--- config.mk ---
export PLATFORM = sky130hd
export DESIGN_NAME = cl_row_sched
export DESIGN_NICKNAME = d
export VERILOG_FILES = /design/src/rtl/cl_row_sched.sv
export SDC_FILE = /design/constraint.sdc
export NUM_CORES = 1
export LEC_CHECK = 0
export CAP_MARGIN = 30
export CORE_ASPECT_RATIO = 0.6
export CORE_MARGIN = 1.5
export CORE_UTILIZATION = 50
export CTS_BUF_LIST = sky130_fd_sc_hd__clkbuf_8
export DETAILED_ROUTE_END_ITERATION = 8
export GPL_ROUTABILITY_DRIVEN = 0
export PLACE_DENSITY_LB_ADDON = 0.12
export SLEW_MARGIN = 40
export SYNTH_ARGS = -nofsm -noshare
export SYNTH_HDL_FRONTEND = slang
export SYNTH_SLANG_ARGS = --single-unit
--- constraint.sdc ---
create_clock -name CCLK -period 3.58 [get_ports CCLK]
set_input_delay 0.716 -clock CCLK [delete_from_list [all_inputs] [get_ports CCLK]]
set_output_delay 0.716 -clock CCLK [all_outputs]
set_load 0.01 [all_outputs]
--- src/rtl/cl_row_sched.sv ---
// cl_row_sched: Camera Link row-write sequencer and ping-pong frame-buffer selector.
// Optional row window via CL_ROW_SCHED_ROI_EN (adds iROW_FIRST/iROW_LAST).
module cl_row_sched #(
  parameter int ADDR_WIDTH = 11,
  parameter int ROW_MAX = 480,
  parameter int CNT_WIDTH = 16
) (
  input  logic                  CCLK,
  input  logic                  RST,
  input  logic                  iFVAL,
  input  logic                  iLVAL,
  input  logic                  iDVAL,
  input  logic                  iENABLE,
  input  logic                  iWR_ACK,
  input  logic                  iRD_DONE,
`ifdef CL_ROW_SCHED_ROI_EN
  input  logic [ADDR_WIDTH-1:0] iROW_FIRST,
  input  logic [ADDR_WIDTH-1:0] iROW_LAST,
`endif
  output logic                  oLINE_LATCH,
  output logic                  oLINE_CLR,
  output logic                  oWR_REQ,
  output logic [ADDR_WIDTH-1:0] oWR_ROW,
  output logic                  oMEM_SEL,
  output logic                  oFRAME_DONE,
  output logic                  oDONE_SEL,
  output logic [CNT_WIDTH-1:0]  oLINE_DROP,
  output logic [CNT_WIDTH-1:0]  oFRAME_DROP
);
  typedef enum logic [1:0] {IDLE, ARMED, FRAME, FLUSH} f_state_t;
  typedef enum logic {W_IDLE, W_REQ} w_state_t;
  localparam logic [ADDR_WIDTH-1:0] RMAX = ADDR_WIDTH'(ROW_MAX);
  f_state_t f_st, f_nx;
  w_state_t w_st, w_nx;
  logic fval_q, dval_q, lval_q;
  logic fr, ff, le, start, le_f, port_free, in_win, wr_go, wr_drop, leave, rel;
  logic [ADDR_WIDTH-1:0] row, row_addr;
  assign fr = iFVAL && !fval_q;
  assign ff = !iFVAL && fval_q;
  assign le = dval_q && !iDVAL && lval_q;
  assign start = (f_st == ARMED) && fr;
  assign le_f = (f_st == FRAME) && le;
  assign port_free = (w_st == W_IDLE) || iWR_ACK;
  assign wr_go = le_f && in_win && port_free;
  assign wr_drop = le_f && in_win && !port_free;
  assign oWR_REQ = (w_st == W_REQ);
`ifdef CL_ROW_SCHED_ROI_EN
  logic [ADDR_WIDTH-1:0] first_q, last_q;
  assign in_win = (row >= first_q) && (row <= last_q) && (row < RMAX);
  assign row_addr = row - first_q;
  always_ff @(posedge CCLK)
    if (RST) begin
      first_q <= '0;
      last_q <= '0;
    end else if (start) begin
      first_q <= iROW_FIRST;
      last_q <= iROW_LAST;
    end
`else
  assign in_win = row < RMAX;
  assign row_addr = row;
`endif
  // Edge-detect history follows the inputs even in reset, so a frame already in progress is never seen as a fresh FR.
  always_ff @(posedge CCLK) begin
    fval_q <= iFVAL;
    dval_q <= iDVAL;
    lval_q <= iLVAL;
  end
  always_comb begin
    f_nx = f_st;
    leave = 1'b0;
    unique case (f_st)
      IDLE:  f_nx = iENABLE ? ARMED : IDLE;
      ARMED: f_nx = fr ? FRAME : (iENABLE ? ARMED : IDLE);
      FRAME: f_nx = ff ? FLUSH : FRAME;
      FLUSH: begin
        leave = port_free;
        f_nx = port_free ? (iENABLE ? ARMED : IDLE) : FLUSH;
      end
    endcase
  end
  always_comb begin
    w_nx = w_st;
    w_nx = wr_go ? W_REQ : (iWR_ACK ? W_IDLE : w_st);
  end
  always_ff @(posedge CCLK)
    if (RST) begin
      f_st <= IDLE;
      w_st <= W_IDLE;
      row <= '0;
      rel <= 1'b1;
      oLINE_LATCH <= 1'b0;
      oLINE_CLR <= 1'b0;
      oWR_ROW <= '0;
      oMEM_SEL <= 1'b0;
      oFRAME_DONE <= 1'b0;
      oDONE_SEL <= 1'b0;
      oLINE_DROP <= '0;
      oFRAME_DROP <= '0;
    end else begin
      f_st <= f_nx;
      w_st <= w_nx;
      oLINE_LATCH <= wr_go;
      oLINE_CLR <= le_f || start;
      oFRAME_DONE <= leave;
      rel <= iRD_DONE || (rel && !leave);
      if (wr_go) oWR_ROW <= row_addr;
      if (start) row <= '0;
      else if (le_f && row != RMAX) row <= row + 1'b1;
      if (leave) oDONE_SEL <= oMEM_SEL;
      if (leave && rel) oMEM_SEL <= !oMEM_SEL;
      if (leave && !rel && !(&oFRAME_DROP)) oFRAME_DROP <= oFRAME_DROP + 1'b1;
      if (wr_drop && !(&oLINE_DROP)) oLINE_DROP <= oLINE_DROP + 1'b1;
    end
endmodule

After elaboration in Yosys (flattened, before gate mapping)
Index checks and enable logic that the tools add are counted.

Logic and storage cells: 64. Output and inout port bits: 49. Bits of input ports: 8. Bits in registers: 66.

Order comparisons: 1. Mux-type cells: 8. Reduce and logical (&&, ||, !) cells: 32. Add/sub/neg operators: 3. Equal/unequal tests: 4. Bitwise logic cells: 1.

Operators by type and width (count): adder 16 x 1 -> 16 bit, second input constant (2); AND reduction 16 bit (2); logical AND 1 bit (15); adder 11 x 1 -> 11 bit, second input constant (1); < comparator 11 x 9 -> 1 bit, second input constant (1); != test 11 x 9 -> 1 bit, second input constant (1); logical NOT 1 bit (9); one-hot mux 2 bit (4 select lines) (1); two-way mux 1 bit (5); == test 2 bit, second input constant (2); two-way mux 2 bit (2); logical OR 1 bit (3); == test 2 x 1 -> 1 bit, second input constant (1); logical NOT 2 bit (1); nonzero test 2 bit (1); OR reduction 2 bit (1); NOT 1 bit (1).

Longest topological paths before layout
Gate-level depths: netlist of run 1.

Word-level depth: 7. Mapped depth: 7. Depth with buffers taken out: 7.

Least setup slack after synthesis of run 1
OpenSTA, ideal clock, no wires.

Path kind: input -> register. From: input port iDVAL. To: register oLINE_DROP[14]. Data arrival time: 1.825 ns. Data required time: 3.452 ns. Setup slack: 1.628 ns. Buffers on the path: 1. Setup time: 0.128 ns. Cell stages on the path: 6. Cell sequence: and4bb_4 nand4_4 buf_6 nor4_2 xnor2_1 nor2_1.

Cells in the longest elaborated chain, start to end: 7.

Ends and longest elaborated chain: start: declaration (line 12) `input logic iDVAL,`; logical NOT 1 bit (line 40) `assign le = dval_q && !iDVAL && lval_q;`; logical AND 1 bit (2 in a row) (line 40); logical AND 1 bit (line 42) `assign le_f = (f_st == FRAME) && le;`; logical AND 1 bit (2 in a row) (line 45) `assign wr_drop = le_f && in_win && !port_free;`; logical AND 1 bit (line 113) `if (wr_drop && !(&oLINE_DROP)) oLINE_DROP <= oLINE_DROP + 1'b1;`; end signal: assignment (line 113); end: declaration (line 27) `output logic [CNT_WIDTH-1:0] oLINE_DROP,`.

No other way between the ends. A chain may end at the register's enable or synchronous reset.

Worst setup path in the final report of run 1
From: input port iDVAL. To: register oWR_ROW[7].

Cells in the longest elaborated chain, start to end: 6.

Ends and longest elaborated chain: logical NOT 1 bit (line 40); logical AND 1 bit (2 in a row) (line 40); logical AND 1 bit (line 42); logical AND 1 bit (2 in a row) (line 44) `assign wr_go = le_f && in_win && port_free;`; end signal: assignment (line 107) `if (wr_go) oWR_ROW <= row_addr;`; end: declaration (line 23) `output logic [ADDR_WIDTH-1:0] oWR_ROW,`.

No other way between the ends.

==> results of run 1 <==
==> worst paths after layout <==
path	start	endpoint	slack (ns)	cells after the start
max	iDVAL	oWR_ROW[7]	1.29	7
min	oWR_ROW[9]	oWR_ROW[9]	0.49	1
min reg2reg	oWR_ROW[9]	oWR_ROW[9]	0.49	1
max reg2reg	oFRAME_DROP[0]	oFRAME_DROP[5]	1.56	6
==> layer usage <==
metal,track usage,wire (um),vias up
met2,0.289,2660,67
met1,0.323,3320,1154
li1,-,-,1229
met5,0,0,-
met3,0.0749,322,2
met4,0.0616,35,0
==> power groups by stage <==
| stage | Combinational [mW] | Clock, mW | Sequential, mW |
|---|---|---|---|
| finish | 0.0298 | 0.611 | 0.741 |
| global route | 0.0329 | 0.661 | 0.741 |
| CTS | 0.0300 | 0.626 | 0.741 |
| detailed placement | 0.0300 | 0 | 0.758 |
| global placement | 0.0295 | 0 | 0.758 |
| floorplan | 0.0176 | 0 | 0.757 |
==> registers in the layout, summed over array words and instances (netlist names), 2 cells and up <==
register,flops
f_st,2
oWR_ROW,11
oLINE_DROP,16
oFRAME_DROP,16
row,11
==> final cells by class <==
class | instances | area (um^2) | share of cell area
well taps | 80 | 100 | 0.0267
repair buffers | 58 | 573 | 0.153
flip-flops and latches | 66 | 1320 | 0.352
multi-input cells | 235 | 1550 | 0.415
inverters | 2 | 7.51 | 0.00200
clock buffers | 10 | 138 | 0.0367
clock inverters | 5 | 55.1 | 0.0147
==> critical path: stages <==
cell	delay (ns)
clkdlybuf4s50_1	0.40
and4bb_4	0.35
nand4_4	0.30
nor2_1	0.19
buf_4	0.25
mux2i_1	0.23
nor2_1	0.05
==> cells in the mapped netlist, types with 2 or more instances <==
library cell / number
o21ai_0: 5
or4_1: 2
ha_1: 4
nand2b_1: 2
xor2_1: 20
nor2b_1: 3
and4_1: 4
nor4_1: 7
buf_2: 4
inv_1: 2
and2_1: 3
nand3_1: 18
nor3b_1: 4
nand4_1: 18
mux2i_1: 12
or3_1: 4
dfxtp_1: 66
buf_4: 2
nand2_1: 13
and3_1: 8
nor3_1: 3
nor4_2: 5
nor2_1: 61
clkbuf_1: 6
a21oi_1: 8
xnor2_1: 14
nor3_4: 2
==> through the flow <==
step / instance area (um^2) / util
after CTS: 3750 / 0.666
after floorplan: 2950 / -
after detailed placement: 3550 / 0.632
after global routing: 3750 / 0.667
final: 3750 / 0.667
after global placement: 3550 / 0.632
==> kinds of logic (layout without fill, tap and decap cells) <==
| kind of cell | after synthesis | count (layout) | share of synthesized area |
|---|---|---|---|
| mux | 12 | 12 | 0.0407 |
| buf+inv | 16 | 75 | 0.0271 |
| simple gates | 166 | 166 | 0.328 |
| xor+xnor | 34 | 34 | 0.101 |
| fa+ha+maj | 4 | 4 | 0.0169 |
| compound gates | 19 | 19 | 0.0386 |
| flops | 66 | 66 | 0.447 |
==> run summary, run 1 <==
Status - complete, no violations
Initial antenna violation count - 0
Worst skew pair latency - 0.33 ns
Pwr dens - 369 nW/um^2
CTS Buf Count - 9
Core area - 5620 um^2
# Post-CTS Setup Buffers - 0
Clock group share of total power - 0.442
Design Power - 1.38 mW
Hold buffer count at cts - 0
Die height - 62.5 um
Setup tns final - 0 ns
First-pass GRT wire length - 10,800 um
Number of global-route vias before repair - 2,191
DRT Pass-1 Iters - 4
Gr ovfl total - 0
Placed insts - 441
Synthesized instance count - 317
Max Slew Vio Count - 0
Sw Share - 0.216
Worst Tran Pin Value - 0.763 ns
Root Driver - clkbuf_8
Die Wd - 102 um
Psw - 0.299 mW
Lkg Pwr - 1.29 nW
Non-filler cells, final - 456
Avg Cell Area, Syn - 9.31 um^2
CTS HTree Levels - 3
Mapped Area - 2950 um^2
Die area - 6390 um^2
Post-synthesis sequential area ratio - 0.447
Yosys top cell area share - 0.447
Fillers - 471
Drt drc - 0
Hold slack - 0.490 ns
Synthesis-stage register bit count - 66
Initial DRC count - 100
CP startpoint kind - primary input
Setup slack at placement - 0.924 ns
Per-cell routed wire length - 13.9 um
Critical path peak fanout - 17
Syn Nets - 329
Number of synthesized flops with an enable pin - 0
Vias after detailed routing - 2,452
CTS tree - done
Dominant synthesized flop cell - dfxtp_1
Hold Vio Cnt, Final - 0
Layout cells sized above 1 - 0.0878
DR vias/cell - 5.38
Area contributors post-synth - dfxtp_1 45%, nor2_1 7.8%, xor2_1 5.9%
Crit path DAT - 2.49 ns
Clk pin slew, worst setup/hold paths - 0.07 ns
Commonest non-fill, non-tap cell in the layout - dfxtp_1
Layout area overhead - 26.9%
Yosys top cell by area - dfxtp_1
Synth unique cells - 44
Overall routed net length - 6340 um
Global-route usage over all layers - 0.216
IO Port Bufs - 56
Part of the power in combinational logic - 0.022
DP Wirelength - 4310 um
Share of power burned in registers - 0.536
Critical setup path kind - in2reg
Setup ws final - 1.29 ns
Most frequent cells in the layout - 66 x dfxtp_1, 61 x nor2_1, 55 x clkdlybuf4s50_1, 20 x xor2_1
Largest net degree at the start of global routing - 57
Internal - 1.08 mW
IO Pins - 57
# diodes - 0
NumNets Final - 384
Peak supply drop - 192 uV
CP Capture Type - register
Slew headroom - 0.489
RSZ-0062 raised after global routing - false
Initial core utilization - 0.525
CTS Buffer Depth - 2
CTS-repair resized insts - 0
Asr flop ratio synth - 0
Max-cap violations - 0
WP data required - 3.78 ns
Setup violators final - 0
Min Tclk post-route - 2.29 ns
Final Cycle Share - 0.639
Hold WC Path Type - reg2reg
Max Freq - 437 MHz
Row cnt - 21
Syn. warnings - 0
DRT antenna net count - 0
Clk sinks - 66
Clk_skew - 0.00613 ns
Power figures use the tool's default switching activity.
==> run 2, diff against run 1 <==
Settings changed: CORE_UTILIZATION 50 to 48.
Clock period 3.58 ns to 1.9 ns, I/O delays scaled along.
==> run 2 against run 1 <==
Clock skew up 0.0060 ns; count of clock-buffer cells in the layout unchanged; highest routed layer unchanged; global-route usage up 1.2 points; power up 99%; register-to-register slack worse by 1.5 ns; final area up 9.1%; critical endpoint is now oFRAME_DROP[0]; utilization up 4.4 points; clock power up 110%; sequential cell count unchanged; die area up 4.0%.
==> run summary, run 2 (synthesis results as in run 1) <==
Die Wd - 104 um
CP max stage cell - or4_4
Final Cycle Share - 0.968
Row cnt - 21
Number of global-route vias before repair - 2,405
Internal - 2.18 mW
Hold Vio Cnt, Final - 0
Largest registers - oFRAME_DROP (16), oLINE_DROP (16)
Share of power burned in registers - 0.506
CTS Buf Count - 9
Layout area overhead - 38.5%
Clk pin slew, worst setup/hold paths - 0.07 ns
Clk sinks - 66
CP Capture Type - register
Die height - 63.8 um
Gr ovfl total - 0
Setup violators final - 0
First-pass GRT wire length - 11,800 um
Placed Area - 3830 um^2
Root Driver - clkbuf_8
CTS tree - done
Largest net degree at the start of global routing - 24
Crit path DAT - 2.07 ns
Psw - 0.570 mW
Pwr dens - 674 nW/um^2
Per-cell routed wire length - 14.4 um
Commonest non-fill, non-tap cell in the layout - dfxtp_1
Max Slew Vio Count - 0
Peak supply drop - 458 uV
DRT Pass-1 Iters - 4
Clk_skew - 0.0121 ns
Max Freq - 543 MHz
Hold slack - 0.463 ns
Worst Tran Pin Value - 0.636 ns
DRT antenna net count - 0
CP startpoint kind - register
Die area - 6650 um^2
CTS HTree Levels - 3
DP Wirelength - 4980 um
Layout cells sized above 1 - 0.178
Critical setup path kind - reg2reg
Max-cap violations - 0
Hold WC Path Type - in2reg
Global-route usage over all layers - 0.227
Worst stage delay on the critical path - 0.57 ns
Lkg Pwr - 1.50 nW
Initial core utilization - 0.513
Part of the power in combinational logic - 0.025
Design area - 4090 um^2
Critical path peak fanout - 8
Initial DRC count - 116
Slew headroom - 0.572
Initial antenna violation count - 0
Clock group share of total power - 0.469
NumNets Final - 418
Min Tclk post-route - 1.84 ns
Most frequent cells in the layout - 64 x dfxtp_1, 61 x nor2_1, 55 x clkdlybuf4s50_1, 33 x buf_4, 20 x xor2_1
Sw Share - 0.207
CTS Buffer Depth - 2
R2R Path Start - oFRAME_DROP[1]
IO Port Bufs - 56
Overall routed net length - 7090 um
DR vias/cell - 5.31
# diodes - 0
CP startpoint - oFRAME_DROP[1]
Critical Path, Cell by Cell - ha_4 -> nand4_1 -> or4_4 -> buf_6 -> nand2_1 -> xor2_1 -> nor2_1
Worst skew pair latency - 0.34 ns
WP data required - 2.13 ns
Drt drc - 0
Status - complete, no violations
Core area - 5750 um^2
Min-delay src - RST
Vias after detailed routing - 2,605
IO Pins - 57
-- run 2: per-layer routing --
metal | global-route usage | part of all wire
met1 | 0.325 | 0.52
met2 | 0.324 | 0.42
met3 | 0.0673 | 0.049
met4 | 0.0833 | 0.0086
met5 | 0 | 0
-- run 2: worst paths after layout --
check	to	slack (ns)	cells past startpoint
setup / recovery	oFRAME_DROP[0]	0.06	7
hold / removal	oWR_ROW[6]	0.46	2
setup reg to reg	oFRAME_DROP[0]	0.06	7
hold reg to reg	oWR_ROW[9]	0.47	1
-- run 2: metrics by stage --
step	setup TNS [ns]	utilization	setup WS, ns	cells	power, mW
final	0	0.711	0.0600	491	2.75
after global routing	-0.00859	0.711	-0.00527	491	2.88
after CTS	0	0.704	0.0318	490	2.78
after detailed placement	-6.86	0.666	-0.255	474	1.49
after global placement	-6.53	0.664	-0.358	474	1.49
after floorplan	0	-	0.135	317	1.46
-- run 2: power groups by stage --
stage	clock network [mW]	logic, mW	registers, mW
detailed placement	0	0.0682	1.43
CTS	1.32	0.0688	1.39
floorplan	0	0.0332	1.43
global route	1.41	0.0742	1.39
finish	1.29	0.0687	1.39
global placement	0	0.0677	1.43
-- run 2: what timing repair did --
item | in CTS | in global routing
gates resized for setup | 1 | 8
hold buffers | 0 | 0
pin swaps | 0 | 5
setup buffers | 0 | 1
setup endpoints to repair | 1 | 14
-- run 2: cell type report --
cell class / instances / area [um^2]
Fill cell: 450 / 1670
Inverter: 2 / 7.51
Tap cell: 80 / 100
Timing Repair Buffer: 92 / 855
Clock inverter: 6 / 81.3
Multi-Input combinational cell: 235 / 1580
Clock buffer: 10 / 138
Sequential cell: 66 / 1320
-- run 2: critical path: cells and delay by family (launching register included) --
family,cells,cell delay (ns)
AND/OR/NAND/NOR,4,0.89
adder cells (fa/ha/maj),1,0.14
XOR/XNOR,1,0.18
buffers and inverters,1,0.16
flip-flops,1,0.35
